### src/rtl/msgdma2axi4_bridge.sv
// Bridges an mSGDMA Avalon-MM read agent and write agent onto one AXI4 manager port.
// Writes are serialised through a two-state command/data FSM; reads are passed straight
// through with only an outstanding-burst limit.
module msgdma2axi4_bridge #(
    parameter int unsigned DATA_W     = 256,
    parameter int unsigned ADDR_W     = 36,
    parameter int unsigned BCNT_W     = 8,
    parameter int unsigned MAX_WR_OUT = 4,
    parameter int unsigned MAX_RD_OUT = 4,
    parameter logic [3:0]  AXCACHE    = 4'b0000,
    parameter logic [2:0]  AXPROT     = 3'b011
) (
    input  logic                clk,
    input  logic                reset,

    // Avalon-MM read agent
    input  logic [ADDR_W-1:0]   s0_read_address,
    input  logic                s0_read_read,
    input  logic [DATA_W/8-1:0] s0_read_byteenable,
    input  logic [BCNT_W-1:0]   s0_read_burstcount,
    output logic [DATA_W-1:0]   s0_read_readdata,
    output logic                s0_read_readdatavalid,
    output logic                s0_read_waitrequest,

    // Avalon-MM write agent
    input  logic [ADDR_W-1:0]   s1_write_address,
    input  logic                s1_write_write,
    input  logic [DATA_W/8-1:0] s1_write_byteenable,
    input  logic [DATA_W-1:0]   s1_write_writedata,
    input  logic [BCNT_W-1:0]   s1_write_burstcount,
    output logic                s1_write_waitrequest,

    // AXI4 manager: write address
    output logic [0:0]          m0_awid,
    output logic [ADDR_W-1:0]   m0_awaddr,
    output logic [7:0]          m0_awlen,
    output logic [2:0]          m0_awsize,
    output logic [1:0]          m0_awburst,
    output logic                m0_awlock,
    output logic [3:0]          m0_awcache,
    output logic [2:0]          m0_awprot,
    output logic                m0_awvalid,
    input  logic                m0_awready,
    // write data
    output logic [DATA_W-1:0]   m0_wdata,
    output logic [DATA_W/8-1:0] m0_wstrb,
    output logic                m0_wlast,
    output logic                m0_wvalid,
    input  logic                m0_wready,
    // write response
    input  logic [0:0]          m0_bid,
    input  logic [1:0]          m0_bresp,
    input  logic                m0_bvalid,
    output logic                m0_bready,
    // read address
    output logic [0:0]          m0_arid,
    output logic [ADDR_W-1:0]   m0_araddr,
    output logic [7:0]          m0_arlen,
    output logic [2:0]          m0_arsize,
    output logic [1:0]          m0_arburst,
    output logic                m0_arlock,
    output logic [3:0]          m0_arcache,
    output logic [2:0]          m0_arprot,
    output logic                m0_arvalid,
    input  logic                m0_arready,
    // read data
    input  logic [0:0]          m0_rid,
    input  logic [DATA_W-1:0]   m0_rdata,
    input  logic [1:0]          m0_rresp,
    input  logic                m0_rlast,
    input  logic                m0_rvalid,
    output logic                m0_rready,

    // status
    input  logic                err_clear,
    output logic                wr_err,
    output logic                rd_err,
    output logic                wr_idle,
    output logic                rd_idle
);

    localparam logic [2:0] AxSize = 3'($clog2(DATA_W / 8));
    localparam logic [3:0] MaxWr  = 4'(MAX_WR_OUT);
    localparam logic [3:0] MaxRd  = 4'(MAX_RD_OUT);

    typedef enum logic {W_CMD, W_DATA} wr_state_e;

    wr_state_e         state_q, state_d;
    logic [BCNT_W-1:0] beats_q, beats_d;
    logic [3:0]        wr_out_q, wr_out_d;
    logic [3:0]        rd_out_q, rd_out_d;
    logic              wr_err_q, wr_err_d;
    logic              rd_err_q, rd_err_d;

    logic              wr_room, rd_room;
    logic              aw_hs, b_hs, ar_hs, r_last_hs;
    logic [BCNT_W-1:0] wr_bcnt_eff;

    // burstcount 0 is treated as a single beat; len is truncated to the 8-bit AXI field
    function automatic logic [7:0] axi_len(input logic [BCNT_W-1:0] bc);
        logic [8:0] ext;
        ext = 9'(bc);
        if (ext == 9'd0) begin
            return 8'd0;
        end
        return 8'(ext - 9'd1);
    endfunction

    assign wr_room     = (wr_out_q < MaxWr);
    assign rd_room     = (rd_out_q < MaxRd);
    assign wr_bcnt_eff = (s1_write_burstcount == '0) ? BCNT_W'(1) : s1_write_burstcount;

    // Fixed AXI attributes and pass-through fields
    assign m0_awid    = 1'b0;
    assign m0_awaddr  = s1_write_address;
    assign m0_awlen   = axi_len(s1_write_burstcount);
    assign m0_awsize  = AxSize;
    assign m0_awburst = 2'b01;
    assign m0_awlock  = 1'b0;
    assign m0_awcache = AXCACHE;
    assign m0_awprot  = AXPROT;
    assign m0_wdata   = s1_write_writedata;
    assign m0_wstrb   = s1_write_byteenable;
    assign m0_wlast   = (beats_q == BCNT_W'(1));
    assign m0_bready  = 1'b1;

    assign m0_arid    = 1'b0;
    assign m0_araddr  = s0_read_address;
    assign m0_arlen   = axi_len(s0_read_burstcount);
    assign m0_arsize  = AxSize;
    assign m0_arburst = 2'b01;
    assign m0_arlock  = 1'b0;
    assign m0_arcache = AXCACHE;
    assign m0_arprot  = AXPROT;
    assign m0_arvalid = s0_read_read & rd_room;
    assign m0_rready  = 1'b1;

    assign s0_read_waitrequest   = ~(m0_arready & rd_room);
    assign s0_read_readdata      = m0_rdata;
    assign s0_read_readdatavalid = m0_rvalid;

    assign aw_hs     = m0_awvalid & m0_awready;
    assign b_hs      = m0_bvalid;
    assign ar_hs     = m0_arvalid & m0_arready;
    assign r_last_hs = m0_rvalid & m0_rlast;

    assign wr_err  = wr_err_q;
    assign rd_err  = rd_err_q;
    assign wr_idle = (state_q == W_CMD) & (wr_out_q == 4'd0);
    assign rd_idle = (rd_out_q == 4'd0);

    // Write FSM next state and the write-side handshake outputs
    always_comb begin
        state_d              = state_q;
        beats_d              = beats_q;
        m0_awvalid           = 1'b0;
        m0_wvalid            = 1'b0;
        s1_write_waitrequest = 1'b1;
        case (state_q)
            W_CMD: begin
                // held low during reset so nothing is offered before the bridge is live
                m0_awvalid = s1_write_write & wr_room & ~reset;
                if (m0_awvalid && m0_awready) begin
                    beats_d = wr_bcnt_eff;
                    state_d = W_DATA;
                end
            end
            W_DATA: begin
                m0_wvalid            = s1_write_write;
                s1_write_waitrequest = ~m0_wready;
                if (m0_wvalid && m0_wready) begin
                    beats_d = beats_q - BCNT_W'(1);
                    if (beats_q == BCNT_W'(1)) begin
                        state_d = W_CMD;
                    end
                end
            end
            default: state_d = W_CMD;
        endcase
    end

    // Outstanding counters saturate at 0 so a spurious response cannot wrap them
    always_comb begin
        wr_out_d = wr_out_q;
        rd_out_d = rd_out_q;
        if (aw_hs && !b_hs) begin
            wr_out_d = wr_out_q + 4'd1;
        end else if (!aw_hs && b_hs && (wr_out_q != 4'd0)) begin
            wr_out_d = wr_out_q - 4'd1;
        end
        if (ar_hs && !r_last_hs) begin
            rd_out_d = rd_out_q + 4'd1;
        end else if (!ar_hs && r_last_hs && (rd_out_q != 4'd0)) begin
            rd_out_d = rd_out_q - 4'd1;
        end
    end

    // Sticky error flags; a new error beats a simultaneous clear
    always_comb begin
        wr_err_d = (b_hs & m0_bresp[1]) | (wr_err_q & ~err_clear);
        rd_err_d = (m0_rvalid & m0_rresp[1]) | (rd_err_q & ~err_clear);
    end

    // State registers
    always_ff @(posedge clk or posedge reset) begin
        if (reset) begin
            state_q  <= W_CMD;
            beats_q  <= '0;
            wr_out_q <= 4'd0;
            rd_out_q <= 4'd0;
            wr_err_q <= 1'b0;
            rd_err_q <= 1'b0;
        end else begin
            state_q  <= state_d;
            beats_q  <= beats_d;
            wr_out_q <= wr_out_d;
            rd_out_q <= rd_out_d;
            wr_err_q <= wr_err_d;
            rd_err_q <= rd_err_d;
        end
    end

    // IDs are single-valued and read byte enables have no AXI counterpart
    logic unused_inputs;
    assign unused_inputs = ^{s0_read_byteenable, m0_bid, m0_rid, m0_bresp[0], m0_rresp[0]};

endmodule

### config.mk
export PLATFORM = sky130hd
export DESIGN_NAME = msgdma2axi4_bridge
export DESIGN_NICKNAME = d
export VERILOG_FILES = /design/src/rtl/msgdma2axi4_bridge.sv
export SDC_FILE = /design/constraint.sdc
export NUM_CORES = 1
export LEC_CHECK = 0
export CAP_MARGIN = 20
export CORE_AREA = 2 2 520 522
export DETAILED_ROUTE_END_ITERATION = 8
export DIE_AREA = 0 0 522 524
export PLACE_DENSITY = 0.3
export SKIP_CTS_REPAIR_TIMING = 1
export SLEW_MARGIN = 20
export SYNTH_ARGS = -nofsm -noshare
export SYNTH_HDL_FRONTEND = slang
export SYNTH_SLANG_ARGS = --single-unit
export TNS_END_PERCENT = 20
### constraint.sdc
create_clock -name clk -period 3.7 [get_ports clk]
set_input_delay 1.11 -clock clk [delete_from_list [all_inputs] [get_ports clk]]
set_output_delay 1.11 -clock clk [all_outputs]
set_load 0.005 [all_outputs]
==> key figures <==
Setup path
  • Worst r2r src: wr_out_q[2]
  • Req. time, crit path: 2.59 ns
  • Setup Crit Path Kind: in2out
  • Crit path from: s1_write_burstcount[4]
  • Worst Path Max Fanout: 2
  • Worst Path Arrival: 2.62 ns
  • Critical path endpoint category: primary output
  • Type of origin of the critical path: input pin

Power
  • Clock share of power: 18.3%
  • Sw frac: 43.7%
  • Max rail drop VDD: 0.135 mV
  • Register share of total power: 30.8%
  • Combinational power share: 50.9%
  • Post-layout total power: 0.00142 W
  • Power Density: 198 nW/um^2
  • Switching pwr: 0.000620 W
  • Pint: 0.000798 W
  • Lkg Pwr: 1.45 nW

Detailed routing
  • Drt pass-1 iters: 4
  • Antenna viol nets, final: 0
  • DR WL/cell: 41.7 um
  • Via count: 3308
  • Final routed DRC violation total: 0
  • Initial DRC Count: 215
  • Total Wirelength: 161000 um
  • Avg Vias per Cell: 0.858

Cells and area
  • Final #Nets: 991
  • Design area: 7170 um^2
  • Layout cell share with drive strength beyond 1: 28.5%
  • Area growth syn-to-layout: 11.8%

Die
  • Ports: 1354
  • Die width: 522 um
  • Die Y: 524 um
  • Cell row count: 190
  • Core Box Area: 267000 um^2
  • Initial Utilization: 2.40%
  • Die area: 274000 um^2

Global route
  • Vias in the first global route: 3115
  • First-pass GRT wire length: 168000 um
  • Total gr overflow: 0
  • Pin count of the biggest net entering global routing: 20
  • Initial antenna violation count: 19
  • Total track usage: 11.2%

Yosys
  • Syn Area/Cell: 7.76 um^2
  • Register area share after synthesis: 7.42%
  • Compound-cell area share of the yosys netlist: 3.86%
  • Ys async rst share: 100%
  • Post-synthesis cell count: 826
  • Post-Synth Adder-Cell Area: 2.38%
  • Post-Synth XOR/XNOR Area: 1.78%
  • Post-synthesis cell area: 6410 um^2
  • Simple-Gate Fraction of Synth Area: 6.60%
  • Largest family of logic cells by synthesized area: buffers and inverters
  • Post-synth EDFFs: 0
  • Top-area cell type share of the netlist area: 75.8%
  • Synth area leader: buf_4
  • Netlist cell types: 45
  • Synth warnings: 0
  • Synth area leaders: buf_4, dfrtp_1, ha_1, nor2_1, xnor2_1
  • Ys flop type: dfrtp_1
  • Multiplexer share of the synthesized area: 1.21%
  • FF+latch count, synth: 19

Clock network
  • Clock Path Buffers: 2
  • TritonCTS clock tree: yes
  • CTS Buf Count: 3
  • Clk sinks: 19
  • Worst skew pair latency: 0.28 ns
  • Root Buffer: clkbuf_16
  • Number of H-tree levels: 1
  • Clock-pin slew on the worst setup and hold paths: 0.06 ns

Placement
  • Post-DP Area: 6900 um^2
  • Dpl hpwl: 157000 um
  • Routability cong.: 0.813
  • Port Buffer Count: 55

Worst hold path
  • Worst Hold Class: reg2reg
  • Min-delay src: rd_err

Timing
  • Worst Skew: 0.0123 ns
  • Slack of the critical path: -0.0307 ns
  • Tightest Pin Transition: 0.604 ns
  • Count of pins over their slew limit: 0
  • Max Freq: 0.268 GHz
  • Final Critical Period: 3.73 ns
  • Final period utilization: 101%
  • Final Hold Viols: 0
  • Relative slew slack: 59.6%
  • Final setup fails: 2
  • RSZ-0062 raised after global routing: yes

Status
  • Status: finished, violations left
  • Failing checks: negative setup slack

Job
  • Max capacitance violation total: 0
==> critical path: stages <==
cell and delay, ns:
dlymetal6s2s_1 0.15, or4_4 0.54, or4_4 0.43, nor3_2 0.11
a21o_1 0.14, buf_12 0.12
==> logic make-up after synthesis <==
| group | Yosys count |
|---|---|
| adder cells (fa/ha/maj) | 11 |
| other | 2 |
| buffers and inverters | 662 |
| AO/OA/AOI/OAI | 36 |
| AND/OR/NAND/NOR | 76 |
| multiplexers | 7 |
| XOR/XNOR | 13 |
| flip-flops | 19 |
==> per-stage QoR <==
stage / worst slack, ns / TNS, ns / utilization [%] / hold slack [ns] / instances
after floorplan: 0.268 / 0 / - / 0.500 / 854
final: -0.0307 / -0.0328 / 2.68 / 0.526 / 3855
after global placement: -1.03 / -9.79 / 2.58 / 0.511 / 3846
after global routing: -0.0758 / -0.245 / 2.68 / 0.548 / 3853
after CTS: -1.01 / -9.92 / 2.61 / 0.528 / 3850
after detailed placement: -0.994 / -9.66 / 2.58 / 0.517 / 3846
==> cells in the final DEF, fill, tap and decap left out, types with 8 or more instances in the layout <==
master,Yosys,layout
buf_4,647,39
xnor2_1,10,9
inv_1,13,13
ha_1,9,8
nor3_1,11,8
conb_1,2,30
nand2_1,12,10
clkdlybuf4s50_1,0,19
dfrtp_1,19,19
a21oi_1,10,9
dlymetal6s2s_1,0,21
nor2_1,24,20
==> metal layers <==
metal | track usage [%] | up-vias | routed length, um
met5 | 0.849 | - | 518
met4 | 4.24 | 12 | 7030
met3 | 26.8 | 287 | 80900
met2 | 15.5 | 1163 | 63100
met1 | 1.66 | 994 | 9060
li1 | - | 852 | -
==> cell usage after synthesis (all sizes together) (2+ instances only) <==
library cell,n
inv,13
or3,2
and2,4
o21ai,6
o41ai,2
a31o,2
xnor2,10
and3,2
a22o,3
a21o,5
nor3,12
or3b,2
xor2,3
a21oi,10
conb,2
fa,2
nor4b,2
ha,9
nor2,24
nand3,2
nand2,12
dfrtp,19
buf,648
or4,5
nor3b,2
o31ai,2
o22ai,2
mux2,6
==> sequential cells by signal, indices dropped and copies added (netlist names) <==
name      count
state_q       1
rd_err        1
beats_q       8
wr_err        1
wr_out_q      4
rd_out_q      4
==> power by group through the flow <==
stage                     clock network [W]  logic [W]  registers, W
final                              0.000260   0.000722      0.000436
after detailed placement                  0   0.000751      0.000439
after CTS                          0.000275   0.000755      0.000437
after global placement                    0   0.000746      0.000439
after global routing               0.000273   0.000822      0.000465
after floorplan                           0   0.000957      0.000406
==> final timing paths <==
check | to | slack (ns) | cells past startpoint
max | m0_awlen[7] | -0.03 | 6
min | rd_err | 0.53 | 2
max reg2reg | wr_out_q[3] | 1.37 | 9
min reg2reg | rd_err | 0.53 | 2
max in group asynchronous | rd_out_q[3] | 2.17 | 3
min in group asynchronous | wr_out_q[1] | 1.25 | 3
==> layout make-up <==
cell class / instances / area (um^2)
timing repair buffer: 89 / 878
inverter: 13 / 48.8
tap: 3552 / 4440
clock inverter: 1 / 7.51
clock buffer: 3 / 75.1
antenna: 5 / 12.5
fill: 31931 / 260000
multi-input combinational: 173 / 1220
sequential: 19 / 475
No activity file was read; power rests on OpenSTA's default activity.
